### config.mk
export PLATFORM = sky130hd
export DESIGN_NAME = pipe_ctrl
export DESIGN_NICKNAME = d
export VERILOG_FILES = /design/src/rtl/y86_pkg.sv /design/src/rtl/pipe_ctrl_sat_counter.sv /design/src/rtl/pipe_ctrl.sv
export SDC_FILE = /design/constraint.sdc
export NUM_CORES = 1
export LEC_CHECK = 0
export ABC_AREA = 1
export BUFFER_PORTS_ARGS = -buffer_cell sky130_fd_sc_hd__buf_2
export CAP_MARGIN = 20
export CORE_MARGIN = 4
export CORE_UTILIZATION = 51
export CTS_BUF_LIST = sky130_fd_sc_hd__clkbuf_16
export CTS_CLUSTER_DIAMETER = 80
export DETAILED_ROUTE_END_ITERATION = 12
export PLACE_DENSITY_LB_ADDON = 0.15
export SETUP_SLACK_MARGIN = 0.4
export SLEW_MARGIN = 25
export SYNTH_ARGS = -nofsm -noshare
export SYNTH_HDL_FRONTEND = slang
export SYNTH_HIERARCHICAL = 1
export SYNTH_SLANG_ARGS = --single-unit
### constraint.sdc
create_clock -name clk -period 2.05 [get_ports clk]
set_input_delay 0.3075 -clock clk [delete_from_list [all_inputs] [get_ports clk]]
set_output_delay 0.3075 -clock clk [all_outputs]
set_load 0.05 [all_outputs]
### src/rtl/y86_pkg.sv
// Shared Y86-64 encodings and the pipeline run-state enum.
// The pipeline registers import this package as well.
package y86_pkg;

    localparam logic [3:0] I_HALT   = 4'h0;
    localparam logic [3:0] I_NOP    = 4'h1;
    localparam logic [3:0] I_MRMOVQ = 4'h5;
    localparam logic [3:0] I_JXX    = 4'h7;
    localparam logic [3:0] I_RET    = 4'h9;
    localparam logic [3:0] I_POPQ   = 4'hB;

    localparam logic [3:0] S_AOK = 4'h1;
    localparam logic [3:0] S_HLT = 4'h2;
    localparam logic [3:0] S_ADR = 4'h3;
    localparam logic [3:0] S_INS = 4'h4;

    localparam logic [3:0] RNONE = 4'hF;

    typedef enum logic [1:0] {
        ST_INIT    = 2'd0,
        ST_RUN     = 2'd1,
        ST_STOPPED = 2'd2
    } state_t;

    // A status that must stop the machine once it reaches write-back.
    function automatic logic is_exc(input logic [3:0] stat);
        return (stat == S_ADR) || (stat == S_INS) || (stat == S_HLT);
    endfunction

endpackage

### src/rtl/pipe_ctrl_sat_counter.sv
// Saturating up-counter used for the pipeline performance counters.
module sat_counter #(
    parameter int W = 32
) (
    input  logic         clk,
    input  logic         rst,
    input  logic         inc,
    output logic [W-1:0] q
);

    // Holds at all-ones instead of wrapping back to zero.
    function automatic logic [W-1:0] sat_inc(input logic [W-1:0] v);
        if (&v)
            return v;
        return v + W'(1);
    endfunction

    always_ff @(posedge clk) begin
        if (rst)
            q <= '0;
        else if (inc)
            q <= sat_inc(q);
    end

endmodule

### src/rtl/pipe_ctrl.sv
// Y86-64 pipeline control: stall/bubble generation, run-state sequencing
// (INIT flush, RUN, STOPPED) and saturating performance counters.
module pipe_ctrl
    import y86_pkg::*;
#(
    parameter int INIT_CYCLES = 4,
    parameter int CNT_W       = 32
) (
    input  logic             clk,
    input  logic             rst,
    input  logic [3:0]       D_icode,
    input  logic [3:0]       d_srcA,
    input  logic [3:0]       d_srcB,
    input  logic [3:0]       E_icode,
    input  logic [3:0]       E_dstM,
    input  logic             e_cnd,
    input  logic [3:0]       M_icode,
    input  logic [3:0]       m_stat,
    input  logic [3:0]       W_icode,
    input  logic [3:0]       W_stat,
    output logic             F_stall,
    output logic             D_stall,
    output logic             D_bubble,
    output logic             E_bubble,
    output logic             M_bubble,
    output logic             W_stall,
    output logic [3:0]       cpu_stat,
    output logic             halted,
    output logic [CNT_W-1:0] cycle_cnt,
    output logic [CNT_W-1:0] retire_cnt,
    output logic [CNT_W-1:0] lu_cnt,
    output logic [CNT_W-1:0] mp_cnt
);

    localparam int ICW = (INIT_CYCLES > 1) ? $clog2(INIT_CYCLES) : 1;
    localparam logic [ICW-1:0] INIT_LAST = ICW'(INIT_CYCLES - 1);

    state_t         state, state_nx;
    logic [ICW-1:0] init_cnt, init_cnt_nx;
    logic [3:0]     cpu_stat_nx;

    logic lu, mp, rt, ex_m, ex_w, run;

    // Hazard detection
    assign lu = ((E_icode == I_MRMOVQ) || (E_icode == I_POPQ)) &&
                (E_dstM != RNONE) &&
                ((E_dstM == d_srcA) || (E_dstM == d_srcB));
    assign mp   = (E_icode == I_JXX) && !e_cnd;
    assign rt   = (D_icode == I_RET) || (E_icode == I_RET) || (M_icode == I_RET);
    assign ex_m = is_exc(m_stat);
    assign ex_w = is_exc(W_stat);
    assign run  = (state == ST_RUN);

    always_ff @(posedge clk) begin
        if (rst) begin
            state    <= ST_INIT;
            init_cnt <= '0;
            cpu_stat <= S_AOK;
        end else begin
            state    <= state_nx;
            init_cnt <= init_cnt_nx;
            cpu_stat <= cpu_stat_nx;
        end
    end

    always_comb begin
        state_nx    = state;
        init_cnt_nx = init_cnt;
        cpu_stat_nx = cpu_stat;
        F_stall     = 1'b0;
        D_stall     = 1'b0;
        D_bubble    = 1'b0;
        E_bubble    = 1'b0;
        M_bubble    = 1'b0;
        W_stall     = 1'b0;
        unique case (state)
            ST_INIT: begin
                D_bubble = 1'b1;
                E_bubble = 1'b1;
                M_bubble = 1'b1;
                if (init_cnt == INIT_LAST)
                    state_nx = ST_RUN;
                else
                    init_cnt_nx = init_cnt + ICW'(1);
            end
            ST_RUN: begin
                F_stall  = lu | rt;
                D_stall  = lu;
                // A load-use stall of D wins over the RET bubble.
                D_bubble = mp | (rt & ~lu);
                E_bubble = mp | lu;
                M_bubble = ex_m | ex_w;
                W_stall  = ex_w;
                if (ex_w) begin
                    state_nx    = ST_STOPPED;
                    cpu_stat_nx = W_stat;
                end
            end
            ST_STOPPED: begin
                F_stall  = 1'b1;
                D_stall  = 1'b1;
                W_stall  = 1'b1;
                E_bubble = 1'b1;
                M_bubble = 1'b1;
            end
            default: state_nx = ST_INIT;
        endcase
    end

    assign halted = (state == ST_STOPPED);

    // Performance counters advance only while running
    logic inc_cycle, inc_retire, inc_lu, inc_mp;

    assign inc_cycle  = run;
    assign inc_retire = run && (W_stat == S_AOK) && (W_icode != I_NOP) && !W_stall;
    assign inc_lu     = run && lu;
    assign inc_mp     = run && mp;

    sat_counter #(.W(CNT_W)) u_cycle_cnt (
        .clk (clk),
        .rst (rst),
        .inc (inc_cycle),
        .q   (cycle_cnt)
    );

    sat_counter #(.W(CNT_W)) u_retire_cnt (
        .clk (clk),
        .rst (rst),
        .inc (inc_retire),
        .q   (retire_cnt)
    );

    sat_counter #(.W(CNT_W)) u_lu_cnt (
        .clk (clk),
        .rst (rst),
        .inc (inc_lu),
        .q   (lu_cnt)
    );

    sat_counter #(.W(CNT_W)) u_mp_cnt (
        .clk (clk),
        .rst (rst),
        .inc (inc_mp),
        .q   (mp_cnt)
    );

endmodule

# Yosys cells after proc, flatten, opt, wreduce, memory -nomap -nowiden
# Index checks and enable logic that the tools add are counted.
# Widths: inputs -> output; s select.
totals:
  register_bits: 136
  inputBits: 39
  out_inout_bits: 139
  word_cells: 102
op_classes:
  add_sub_neg: 5
  eq_ne: 26
  mux: 25
  bitwise: 8
  reduce_logical: 31
op_table:
  columns: ["cell", "count"]
  rows:
  - ["$add 32x1->32 const B", 4]
  - ["$mux 32", 4]
  - ["$reduce_and 32->1", 4]
  - ["$eq 4x2->1 const B", 4]
  - ["$eq 4x3->1 const B", 4]
  - ["$eq 4x4->1 const B", 4]
  - ["$mux 1", 12]
  - ["$ne 2x2->1 const B", 6]
  - ["$pmux 1 s2", 6]
  - ["$reduce_and 2->1", 6]
  - ["$eq 4x4->1", 2]
  - ["$logic_and 1x1->1", 8]
  - ["$logic_or 1x1->1", 8]
  - ["$pmux 2 s3", 1]
  - ["$eq 2x2->1 const B", 2]
  - ["$eq 4x1->1 const B", 1]
  - ["$mux 2", 2]
  - ["$ne 4x1->1 const B", 1]
  - ["$ne 4x4->1 const B", 1]
  - ["$or 1x1->1", 4]
  - ["$not 1->1", 3]
  - ["$reduce_and 3->1", 1]
  - ["$add 2x1->2 const B", 1]
  - ["$eq 2x1->1 const B", 1]
  - ["other kinds (4)", 5]

# Longest topological paths before layout
depth:
  word_depth: 10
  mapped_depth: 16
  mapped_depth_nobuf: 16

# By module
# The synthesis kept the hierarchy.
by_module_without_submodules:
  columns: ["mod", "n_inst", "cells_each", "area_each_um2", "seq_area_each_um2"]
  rows:
  - ["sat_counter", 4, 320, 1984.4, 640.6]
  - ["pipe_ctrl", 1, 144, 824.5, 160.2]

# Worst setup path before layout
# OpenSTA, ideal clock, no wires.
synth_timing:
  path_type: "register to register"
  start: "register state[0]"
  end: "register u_retire_cnt.q[24]"
  setup_ns: 0.115
  arrival_time_ns: 2.298
  t_required_ns: 1.935
  slack_ns: -0.363
  stages_incl_launch_ff: 13
  n_path_buf: 0
  synth_period_minus_slack_ns: 2.413
  cell_sequence: "dfxtp_1 inv_1 ha_1 inv_1 a21oi_4 nor2_2 inv_1 nor2_1 nand2_1 inv_1 nand3_1 xor2_1 nor2_1"
synth_via:
  elab_chain_len: 5
  elab_cells_between_ends: 8
  classes_between: "2 x eq/ne; 1 x mux; 5 x reduce/logical"
synth_lines:
  columns: ["element", "line_no", "source"]
  rows:
  - ["start, declared", "pipe_ctrl.sv:38", "state_t state, state_nx;"]
  - ["start signal, assigned", "pipe_ctrl.sv:60", "state <= state_nx;"]
  - ["$eq 2x2->1", null, null]
  - ["via halted", "pipe_ctrl.sv:28", "output logic halted,"]
  - ["$pmux 1 s2", "pipe_ctrl.sv:76", "unique case (state)"]
  - ["via W_stall", "pipe_ctrl.sv:26", "output logic W_stall,"]
  - ["$logic_not 1->1", "pipe_ctrl.sv:116", "assign inc_retire = run && (W_stat == S_AOK) && (W_icode != I_NOP) && !W_stall;"]
  - ["$logic_and 1x1->1", "pipe_ctrl.sv:116", null]
  - ["via inc_retire", "pipe_ctrl.sv:113", "logic inc_cycle, inc_retire, inc_lu, inc_mp;"]
  - ["$reduce_and 2->1 (no source line)", null, null]
  - ["end signal, assigned", "pipe_ctrl_sat_counter.sv:22", "q <= sat_inc(q);"]
  - ["end, declared", "pipe_ctrl_sat_counter.sv:8", "output logic [W-1:0] q"]
# The timed path passes the listed nets, and every way through them passes these cells.
# A chain may end at the register's enable or synchronous reset.

# Worst setup path in the final report
layout_timing:
  start: "register state[1]"
  end: "output W_stall"
layout_via:
  elab_chain_len: 2
  elab_cells_between_ends: 3
  classes_between: "2 x eq/ne; 1 x mux"
layout_lines:
  columns: ["element", "line_no"]
  rows:
  - ["$eq 2x2->1 or $eq 2x1->1 (tied branches)", "pipe_ctrl.sv:76"]
  - ["$pmux 1 s2 (*)", "pipe_ctrl.sv:76"]
  - ["end, declared", "pipe_ctrl.sv:26"]
# Every way passes the cells marked *; elsewhere a longest branch is shown, timed or not.

==> results.sh <==
export IMPL_synth_common_cells="nand2_1, nor2_1, dfxtp_1, nand3_1, inv_1"
export IMPL_cp_arrival_ns=1.72
export IMPL_synth_top_area_cell="dfxtp_1"
export IMPL_synth_top_flop_cell="dfxtp_1"
export IMPL_synth_most_common_cell="nand2_1"
export IMPL_tns_ns=0
export IMPL_setup_viol=0
export IMPL_synth_nets=1472
export IMPL_combPwrFrac=0.207
export IMPL_dp_final_hpwl_um=20100
export IMPL_dr_pass1_iters=6
export IMPL_ys_ff_latch=136
export IMPL_via_count=11000
export IMPL_io_buffers=177
export IMPL_cts_tree="done"
export IMPL_yosys_warnings=6
export IMPL_cp_start_kind="flop"
export IMPL_gp_congestion=0.942
export IMPL_drive_gt1_frac=0.427
export IMPL_use_met2=0.481
export IMPL_cts_buffer_depth=2
export IMPL_final_hold_violation_count=0
export IMPL_rsz0062_at_grt="yes"
export IMPL_clock_root_buffer="clkbuf_16"
export IMPL_finalCritPeriodShare=0.989
export IMPL_grt_usage=0.291
export IMPL_die_x_um=139
export IMPL_crit_required_ns=1.74
export IMPL_clk_pin_slew_ns=0.06
export IMPL_pin_count=178
export IMPL_p_leak_nw=5.79
export IMPL_core_um2=16700
export IMPL_status="finished, final reports clean"
export IMPL_clkPwrFrac=0.411
export IMPL_drv_cap=0
export IMPL_cp_top_family="buffers and inverters"
export IMPL_grt_util_met3=0.0472
export IMPL_ys_types=34
export IMPL_grt_met1_usage=0.381
export IMPL_power_per_cell_area_nw_per_um2=551
export IMPL_antenna_found_initial=1
export IMPL_routed_wl_um=31500
export IMPL_initial_utilization=0.525
export IMPL_crit_slowest_cell="dfxtp_4"
export IMPL_synth_top_cells_by_area="dfxtp_1, nand2_1, nor2_1, nand3_1, a21oi_1"
export IMPL_synthArstFlopShare=0
export IMPL_p_int_mw=5.09
export IMPL_grt_pass1_wl_um=47100
export IMPL_stdcell_count=1921
export IMPL_grt_busiest_layer="met2"
export IMPL_crit_path_frequent_cell="buf_4"
export IMPL_synth_seq_area_share=0.311
export IMPL_cp_max_fo=4
export IMPL_worst_slew_pin_slew_ns=0.464
export IMPL_grt_max_degree=30
export IMPL_overflow=0
export IMPL_dp_cells=1807
export IMPL_wl_per_cell_um=16.4
export IMPL_viasPerCell=5.72
export IMPL_drt_iter0_markers=1209
export IMPL_synthCells=1424
export IMPL_p_seq_frac=0.382
export IMPL_critPathMaxStageDelay_ns=0.36
export IMPL_finClkSkew_ns=0.00711
export IMPL_dieHeight_um=139
export IMPL_fmax_mhz=493
export IMPL_post_route_min_period_ns=2.03
export IMPL_synth_area_per_cell_um2=6.15
export IMPL_cts_buffers=17
export IMPL_switching_share=0.287
export IMPL_fp_row_count=47
export IMPL_clk_latency_ns=0.43
export IMPL_cts_sinks=136
export IMPL_endpoint_kind="output pin"
export IMPL_syn_area_um2=8760
export IMPL_peakVddDrop_mv=0.602
export IMPL_synth_top_cell_area_share=0.311
export IMPL_synth_edff_count=0
export IMPL_max_slew_margin=0.688
export IMPL_nets=1737
export IMPL_cp_cell_sequence="buf_4 -> buf_6 -> ha_4 -> inv_6 -> buf_12 -> a21oi_4 -> buf_4 -> buf_8"
export IMPL_critPathKind="reg2out"
export IMPL_slew_viol_final=0
export IMPL_route_detailed_drc=0
export IMPL_htree_num_levels=4
export IMPL_worstHoldPathType="in2reg"
export IMPL_ctsHoldBuffers=0
export IMPL_ant_nets=0
export IMPL_p_switching_mw=2.05
export IMPL_dieArea_um2=19300
export IMPL_area_delta_synth_final_pct=47.8
export IMPL_grt_pass1_vias=9574
export IMPL_critPathBufInv=6
==> flip-flops by register name (all words and copies together) (netlist names) <==
register and flops:
u_cycle_cnt/q 32, u_lu_cnt/q 32, init_cnt 2, cpu_stat 4
u_mp_cnt/q 32, u_retire_cnt/q 32, state 2
==> power groups by stage <==
| stage | Clock, mW | Sequential, mW | Combinational (mW) |
|---|---|---|---|
| 3_5_place_dp | 0 | 2.79 | 0.877 |
| 4_1_cts | 2.97 | 2.73 | 1.27 |
| 2_1_floorplan | 0 | 2.84 | 0.573 |
| 6_report | 2.94 | 2.73 | 1.48 |
| 5_1_grt | 3.08 | 2.73 | 1.59 |
| 3_3_place_gp | 0 | 2.79 | 0.864 |
==> layout by cell type, fill, tap and decap left out, types with 5 or more instances in the layout <==
master,instances
a21oi_2,11
inv_4,10
buf_4,47
nor3_4,22
ha_4,7
buf_12,6
nand2_1,323
nand3_2,35
buf_6,41
nand3_1,93
buf_2,171
dfxtp_4,12
nand3b_4,11
inv_1,92
clkbuf_16,17
xnor2_1,5
nand4_1,49
dfxtp_1,17
buf_8,9
dfxtp_2,107
a21oi_1,84
nand2_4,21
nand3b_1,20
nor2_1,257
inv_2,12
nor2_4,53
nand2_2,46
nor2_2,48
a31oi_1,12
nand3_4,9
==> metal layers <==
layer | vias up | routed length [um] | part of all wire
met3 | 100 | 2650 | 0.084
met5 | - | 0 | 0
met4 | 0 | 1140 | 0.036
met1 | 5078 | 12800 | 0.41
met2 | 607 | 14900 | 0.47
li1 | 5199 | - | -
==> area by class of cell <==
| cell class | count | area [um^2] |
|---|---|---|
| Clock buffer | 17 | 425 |
| Multi-Input combinational cell | 1139 | 6740 |
| Tap cell | 220 | 275 |
| Inverter | 120 | 538 |
| Sequential cell | 136 | 2900 |
| Timing Repair Buffer | 275 | 1960 |
| Antenna cell | 1 | 2.50 |
| Clock inverter | 13 | 116 |
| Fill cell | 1194 | 3750 |
==> cell families (layout without fill, tap and decap cells) <==
logic type,after synthesis,count (layout),share of synthesized area
AO/OA/AOI/OAI,122,122,0.0750
other,0,1,0
adder cells (fa/ha/maj),9,9,0.0129
AND/OR/NAND/NOR,992,999,0.511
buffers and inverters,156,425,0.0817
flip-flops,136,136,0.311
XOR/XNOR,9,9,0.00900
==> final timing paths <==
kind | start | endpoint | slack (ns) | depth (start not counted)
max | state[1] | W_stall | 0.02 | 8
max reg2reg | state[1] | u_retire_cnt/q[23] | 0.04 | 15
min reg2reg | cpu_stat[3] | cpu_stat[3] | 0.46 | 2
min | rst | u_retire_cnt/q[4] | 0.21 | 2
==> through the flow <==
stage	hold slack [ns]	worst slack, ns	cell area, um^2	total power [mW]	utilization
finish	0.209	0.0225	13000	7.14	0.776
global route	0.222	-0.0929	13000	7.40	0.776
CTS	0.206	-0.00190	11900	6.97	0.715
detailed placement	0.442	0.0351	10200	3.67	0.613
global placement	0.447	0.0384	10200	3.66	0.613
floorplan	0.367	0.188	9150	3.41	-
==> repair_timing <==
| action | CTS | global route |
|---|---|---|
| resized for setup | 213 | 167 |
| setup endpoints to repair | 103 | 135 |
| cloned | 4 | 5 |
| setup buffers | 34 | 40 |
| pin swaps | 96 | 112 |
Power figures use the tool's default switching activity.
